`config.mk`:
```
export PLATFORM = sky130hd
export DESIGN_NAME = vigna_bus_arbiter_flat
export DESIGN_NICKNAME = d
export VERILOG_FILES = /design/src/rtl/vigna_pkg.sv /design/src/rtl/vigna_bus_arbiter_if.sv /design/src/rtl/vigna_arb2.sv /design/src/rtl/vigna_bus_arbiter.sv /design/src/flat_wrapper.sv
export SDC_FILE = /design/constraint.sdc
export NUM_CORES = 1
export LEC_CHECK = 0
export CAP_MARGIN = 20
export CORE_AREA = 4 4 116 118
export CTS_BUF_LIST = sky130_fd_sc_hd__clkbuf_8
export DETAILED_ROUTE_END_ITERATION = 16
export DIE_AREA = 0 0 120 122
export HOLD_SLACK_MARGIN = 0.1
export PLACE_DENSITY = 0.71
export SETUP_SLACK_MARGIN = 0.5
export SYNTH_ARGS = -nofsm -noshare
export SYNTH_HDL_FRONTEND = slang
export SYNTH_SLANG_ARGS = --single-unit
```
`constraint.sdc`:
```
create_clock -name clk -period 1.75 [get_ports clk]
set_input_delay 0.525 -clock clk [delete_from_list [all_inputs] [get_ports clk]]
set_output_delay 0.525 -clock clk [all_outputs]
set_load 0.02 [all_outputs]
```
`src/rtl/vigna_pkg.sv`:
```
// Shared definitions for the vigna memory bus: arbiter state encoding, arbitration modes, bus widths.
package vigna_pkg;

  typedef enum logic [1:0] {
    ARB_IDLE  = 2'd0,
    ARB_GNT_I = 2'd1,
    ARB_GNT_D = 2'd2
  } arb_state_t;

  localparam int ARB_RR    = 0;
  localparam int ARB_FIXED = 1;

  localparam int BUS_AW = 32;
  localparam int BUS_DW = 32;
  localparam int BUS_SW = 4;

endpackage

```
`src/rtl/vigna_bus_arbiter_if.sv`:
```
// One valid/ready memory bus port; master issues requests, slave completes them with a ready pulse.
interface vigna_bus_arbiter_if;
  import vigna_pkg::*;

  logic              valid;
  logic              ready;
  logic [BUS_AW-1:0] addr;
  logic [BUS_DW-1:0] rdata;
  logic [BUS_DW-1:0] wdata;
  logic [BUS_SW-1:0] wstrb;

  modport master (output valid, addr, wdata, wstrb, input ready, rdata);
  modport slave  (input valid, addr, wdata, wstrb, output ready, rdata);

endinterface

```
`src/rtl/vigna_arb2.sv`:
```
// Combinational two-way grant picker: bit 0 is the instruction port, bit 1 the data port.
module vigna_arb2 (
  input  logic [1:0] req,
  input  logic       last,
  input  logic       mode,
  output logic [1:0] gnt
);

  // Under contention: fixed mode always favours data; round-robin favours whoever did not win last.
  always_comb begin
    gnt = req;
    if (req == 2'b11) begin
      gnt = (mode || !last) ? 2'b10 : 2'b01;
    end
  end

endmodule

```
`src/rtl/vigna_bus_arbiter.sv`:
```
// Merges the vigna instruction and data ports onto one slave port; the grant is registered,
// the granted master's request and the slave's ready are passed through combinationally.
module vigna_bus_arbiter
  import vigna_pkg::*;
#(
  parameter int ARB_MODE   = ARB_RR,
  parameter bit RESET_LAST = 1'b1
) (
  input logic                 clk,
  input logic                 resetn,
  vigna_bus_arbiter_if.slave  i_bus,
  vigna_bus_arbiter_if.slave  d_bus,
  vigna_bus_arbiter_if.master s_bus
);

  localparam bit FIXED_MODE = (ARB_MODE == ARB_FIXED);

  arb_state_t state;
  logic       last;
  logic [1:0] gnt;

  vigna_arb2 u_arb2 (
    .req  ({d_bus.valid, i_bus.valid}),
    .last (last),
    .mode (FIXED_MODE),
    .gnt  (gnt)
  );

  // A completion or a withdrawn request both return to IDLE, which forces the turnaround cycle.
  always_ff @(posedge clk) begin
    if (!resetn) begin
      state <= ARB_IDLE;
      last  <= RESET_LAST;
    end else begin
      case (state)
        ARB_IDLE: begin
          if (gnt[0]) begin
            state <= ARB_GNT_I;
            last  <= 1'b0;
          end else if (gnt[1]) begin
            state <= ARB_GNT_D;
            last  <= 1'b1;
          end
        end
        ARB_GNT_I: if (s_bus.ready || !i_bus.valid) state <= ARB_IDLE;
        ARB_GNT_D: if (s_bus.ready || !d_bus.valid) state <= ARB_IDLE;
        default:   state <= ARB_IDLE;
      endcase
    end
  end

  always_comb begin
    s_bus.valid = 1'b0;
    s_bus.addr  = '0;
    s_bus.wdata = '0;
    s_bus.wstrb = '0;
    i_bus.ready = 1'b0;
    d_bus.ready = 1'b0;
    case (state)
      ARB_GNT_I: begin
        s_bus.valid = i_bus.valid;
        s_bus.addr  = i_bus.addr;
        s_bus.wdata = i_bus.wdata;
        s_bus.wstrb = i_bus.wstrb;
        i_bus.ready = s_bus.ready;
      end
      ARB_GNT_D: begin
        s_bus.valid = d_bus.valid;
        s_bus.addr  = d_bus.addr;
        s_bus.wdata = d_bus.wdata;
        s_bus.wstrb = d_bus.wstrb;
        d_bus.ready = s_bus.ready;
      end
      default: ;
    endcase
  end

  // Read data is shared; each master qualifies it with its own ready pulse.
  assign i_bus.rdata = s_bus.rdata;
  assign d_bus.rdata = s_bus.rdata;

endmodule

```
`src/flat_wrapper.sv`:
```
// flat-port wrapper written by rule: the top's interface ports become plain ports
module vigna_bus_arbiter_flat import vigna_pkg::*;
#(
  parameter int ARB_MODE   = ARB_RR,
  parameter bit RESET_LAST = 1'b1
)
  (clk, resetn, i_bus_valid, i_bus_addr, i_bus_wdata, i_bus_wstrb, i_bus_ready, i_bus_rdata, d_bus_valid, d_bus_addr, d_bus_wdata, d_bus_wstrb, d_bus_ready, d_bus_rdata, s_bus_valid, s_bus_addr, s_bus_wdata, s_bus_wstrb, s_bus_ready, s_bus_rdata);
  vigna_bus_arbiter_if i_bus_i ();
  vigna_bus_arbiter_if d_bus_i ();
  vigna_bus_arbiter_if s_bus_i ();
  input logic clk;
  input logic resetn;
  input wire logic [$bits(i_bus_i.valid)-1:0] i_bus_valid;
  input wire logic [$bits(i_bus_i.addr)-1:0] i_bus_addr;
  input wire logic [$bits(i_bus_i.wdata)-1:0] i_bus_wdata;
  input wire logic [$bits(i_bus_i.wstrb)-1:0] i_bus_wstrb;
  output wire logic [$bits(i_bus_i.ready)-1:0] i_bus_ready;
  output wire logic [$bits(i_bus_i.rdata)-1:0] i_bus_rdata;
  input wire logic [$bits(d_bus_i.valid)-1:0] d_bus_valid;
  input wire logic [$bits(d_bus_i.addr)-1:0] d_bus_addr;
  input wire logic [$bits(d_bus_i.wdata)-1:0] d_bus_wdata;
  input wire logic [$bits(d_bus_i.wstrb)-1:0] d_bus_wstrb;
  output wire logic [$bits(d_bus_i.ready)-1:0] d_bus_ready;
  output wire logic [$bits(d_bus_i.rdata)-1:0] d_bus_rdata;
  output wire logic [$bits(s_bus_i.valid)-1:0] s_bus_valid;
  output wire logic [$bits(s_bus_i.addr)-1:0] s_bus_addr;
  output wire logic [$bits(s_bus_i.wdata)-1:0] s_bus_wdata;
  output wire logic [$bits(s_bus_i.wstrb)-1:0] s_bus_wstrb;
  input wire logic [$bits(s_bus_i.ready)-1:0] s_bus_ready;
  input wire logic [$bits(s_bus_i.rdata)-1:0] s_bus_rdata;
  assign i_bus_i.valid = i_bus_valid;
  assign i_bus_i.addr = i_bus_addr;
  assign i_bus_i.wdata = i_bus_wdata;
  assign i_bus_i.wstrb = i_bus_wstrb;
  assign i_bus_ready = i_bus_i.ready;
  assign i_bus_rdata = i_bus_i.rdata;
  assign d_bus_i.valid = d_bus_valid;
  assign d_bus_i.addr = d_bus_addr;
  assign d_bus_i.wdata = d_bus_wdata;
  assign d_bus_i.wstrb = d_bus_wstrb;
  assign d_bus_ready = d_bus_i.ready;
  assign d_bus_rdata = d_bus_i.rdata;
  assign s_bus_valid = s_bus_i.valid;
  assign s_bus_addr = s_bus_i.addr;
  assign s_bus_wdata = s_bus_i.wdata;
  assign s_bus_wstrb = s_bus_i.wstrb;
  assign s_bus_i.ready = s_bus_ready;
  assign s_bus_i.rdata = s_bus_rdata;
  vigna_bus_arbiter #(.ARB_MODE(ARB_MODE), .RESET_LAST(RESET_LAST)) u_core (.clk(clk), .resetn(resetn), .i_bus(i_bus_i), .d_bus(d_bus_i), .s_bus(s_bus_i));
endmodule
```
==> flow_metrics.env <==
export IMPL_outcome="finished, violations left"
export IMPL_violations="negative setup slack"
export IMPL_cts_sinks=3
export IMPL_netlist_area_sq_um=1770
export IMPL_powerDensity_nw_per_um2=431
export IMPL_num_io_pins=308
export IMPL_initial_core_util_pct=14.2
export IMPL_yosys_warnings=0
export IMPL_io_buffers=211
export IMPL_drc_errors=0
export IMPL_fin_hold_ws_ns=0.549
export IMPL_startpoint_type="flop"
export IMPL_synthCells=249
export IMPL_num_fill_cells=1226
export IMPL_hold_viol=0
export IMPL_slew_headroom_pct=81.3
export IMPL_fin_skew_ns=0.000149
export IMPL_core_sq_um=12500
export IMPL_drt_total_wl_um=10800
export IMPL_cts_root_buf="clkbuf_8"
export IMPL_p_sw_uw=775
export IMPL_vdd_drop_max_mv=0.148
export IMPL_avgSynthCellArea_sq_um=7.12
export IMPL_p_leak_nw=1.66
export IMPL_grt_max_degree=29
export IMPL_synthesis_nets=425
export IMPL_fin_crit_sh_pct=118
export IMPL_first_pass_iters=3
export IMPL_ant_nets=0
export IMPL_ctsHtreeMaxLevel=1
export IMPL_ys_seq_elements=3
export IMPL_sw_frac_of_total_pct=37.0
export IMPL_place_congestion=0.747
export IMPL_rows=41
export IMPL_period_needed_ns=2.07
export IMPL_cts_tree="yes"
export IMPL_critical_path_required_ns=1.22
export IMPL_antenna_found_initial=1
export IMPL_grt_pass1_vias=2552
export IMPL_crit_type="reg -> out"
export IMPL_fin_ws_ns=-0.321
export IMPL_grt_overflow_total=0
export IMPL_final_common_cell="clkdlybuf4s50_1"
export IMPL_max_clock_path_buffers=2
export IMPL_final_area_sq_um=4870
export IMPL_layout_nets=582
export IMPL_place_area_sq_um=3990
export IMPL_mostFrequentLayoutCells="138 x clkdlybuf4s50_1, 65 x buf_6, 56 x a22oi_2"
export IMPL_hold_class="reg -> reg"
export IMPL_seq_power_share_pct=4.1
export IMPL_combPwrFrac_pct=86.2
export IMPL_cp_max_fo=5
export IMPL_drt_iter0_drc=19
export IMPL_multi_input_area_sq_um=1800
export IMPL_clkPwrFrac_pct=9.7
export IMPL_hold_buffers=0
export IMPL_grt_pass1_wl_um=13600
export IMPL_die_h_um=122
export IMPL_die_x_um=120
export IMPL_clock_latency_ns=0.22
export IMPL_synth_area_leaders="a22oi_1 29%, buf_4 27%, nor2b_1 24%"
export IMPL_critPathMaxStageDelay_ns=0.37
export IMPL_slowest_stage="dfxtp_4"
export IMPL_wire_per_inst_um=18.8
export IMPL_grt_total_usage_pct=11.9
export IMPL_arrival_ns=1.55
export IMPL_syn2layout_area_growth_pct=175
export IMPL_dieArea_sq_um=14600
export IMPL_dp_final_hpwl_um=6920
export IMPL_area_sequential_sq_um=67.6
export IMPL_fmax_ghz=0.483
export IMPL_path_clk_slew_ns=0.03
export IMPL_synth_top_area_cell="a22oi_1"
export IMPL_vias_per_cell=4.29
export IMPL_tightest_slew_ns=0.281
export IMPL_intPower_mw=1.32
export IMPL_end_kind="primary output"
export IMPL_drv_slew=0
export IMPL_drv_cap=0
export IMPL_crit_buf_inv=4
export IMPL_synthDistinctLibCells=21
export IMPL_yosysSeqAreaShare_pct=3.39
export IMPL_drive_gt1_share_pct=59.5
export IMPL_crit_chain="inv_4 -> ha_4 -> buf_12 -> buf_16 -> nor2b_2 -> buf_6"
export IMPL_cts_buffers_inserted=3
export IMPL_rsz0062_at_grt="true"
export IMPL_synth_top_area_share_pct=28.8
export IMPL_final_setup_tns_ns=-18.69
export IMPL_diodes=0
export IMPL_setup_violations=71
export IMPL_vias=2473
export IMPL_cp_top_family="buffers and inverters"
[area by class of cell]
class,count,share of cell area [%]
Tap cell,172,4.42
Sequential cell,3,1.39
Timing Repair Buffer,239,56.0
Clock buffer,3,0.848
Multi-Input combinational cell,156,36.9
Inverter,3,0.334
Clock inverter,1,0.0771
[cell usage after synthesis]
cell type  instances
a2bb2oi_2          1
a22oi_1           68
ha_1               3
nor2b_1           69
dfxtp_1            3
a22oi_4            1
a21oi_1            1
and3_1             1
nor2_2             1
o22ai_1            2
o21ai_0            1
inv_1              3
buf_6              3
buf_2             15
nor2_1             1
nand2_1            3
and2_1             2
o2111ai_1          1
clkbuf_1           5
buf_4             64
nand4_1            1
[cells by family after synthesis]
family                   count (synthesis)  synth area share [%]
buffers and inverters                   90                  34.9
flip-flops                               3                  3.39
AO/OA/AOI/OAI                           75                  32.6
adder cells (fa/ha/maj)                  3                  2.12
AND/OR/NAND/NOR                         78                  27.0
[routing by layer]
metal,GRT usage [%],up-vias,wire length [um]
met1,11.8,1156,3800
met2,23.8,161,5980
met3,4.04,23,882
li1,-,1133,-
met5,0,-,0
met4,2.29,0,180
[through the flow]
step | total power, mW | util [%] | setup WS, ns | instances
6_report | 2.10 | 39.1 | -0.321 | 577
5_1_grt | 2.20 | 39.1 | -0.359 | 577
4_1_cts | 1.87 | 36.0 | -0.330 | 570
3_5_place_dp | 1.35 | 32.0 | -0.619 | 555
3_3_place_gp | 1.32 | 32.0 | -0.615 | 555
2_1_floorplan | 0.978 | - | 0.0623 | 249
[registers in the layout, indices dropped and copies added (netlist names)]
name and flops:
u_core.state 2, u_core.last 1
[worst paths after layout]
| check | startpoint | end | slack [ns] | depth (start not counted) |
|---|---|---|---|---|
| hold reg to reg | u_core.state[0] | u_core.state[0] | 0.55 | 2 |
| hold / removal | u_core.state[0] | u_core.state[0] | 0.55 | 2 |
| setup reg to reg | u_core.state[1] | u_core.state[1] | 0.13 | 8 |
| setup / recovery | u_core.state[1] | s_bus_wdata[30] | -0.32 | 6 |
[power by group through the flow]
stage / logic (mW) / registers (mW) / clock network [mW]
floorplan: 0.894 / 0.0840 / 0
global placement: 1.23 / 0.0849 / 0
detailed placement: 1.26 / 0.0858 / 0
CTS: 1.58 / 0.0869 / 0.204
global route: 1.90 / 0.0876 / 0.212
finish: 1.81 / 0.0870 / 0.203
[what timing repair did]
action	CTS	global route
setup endpoints to repair	74	73
pin swaps	16	4
gates cloned	7	6
setup buffers	4	1
gates resized for setup	446	51
[worst register-to-register path, cell delays in order, from the launching register on]
cell and delay (ns):
dfxtp_4 0.37, inv_4 0.05, ha_4 0.20, buf_12 0.15
buf_16 0.15, a22oi_4 0.17, buf_6 0.14, a2bb2oi_4 0.17
o22ai_2 0.10
Power figures use the tool's default switching activity.
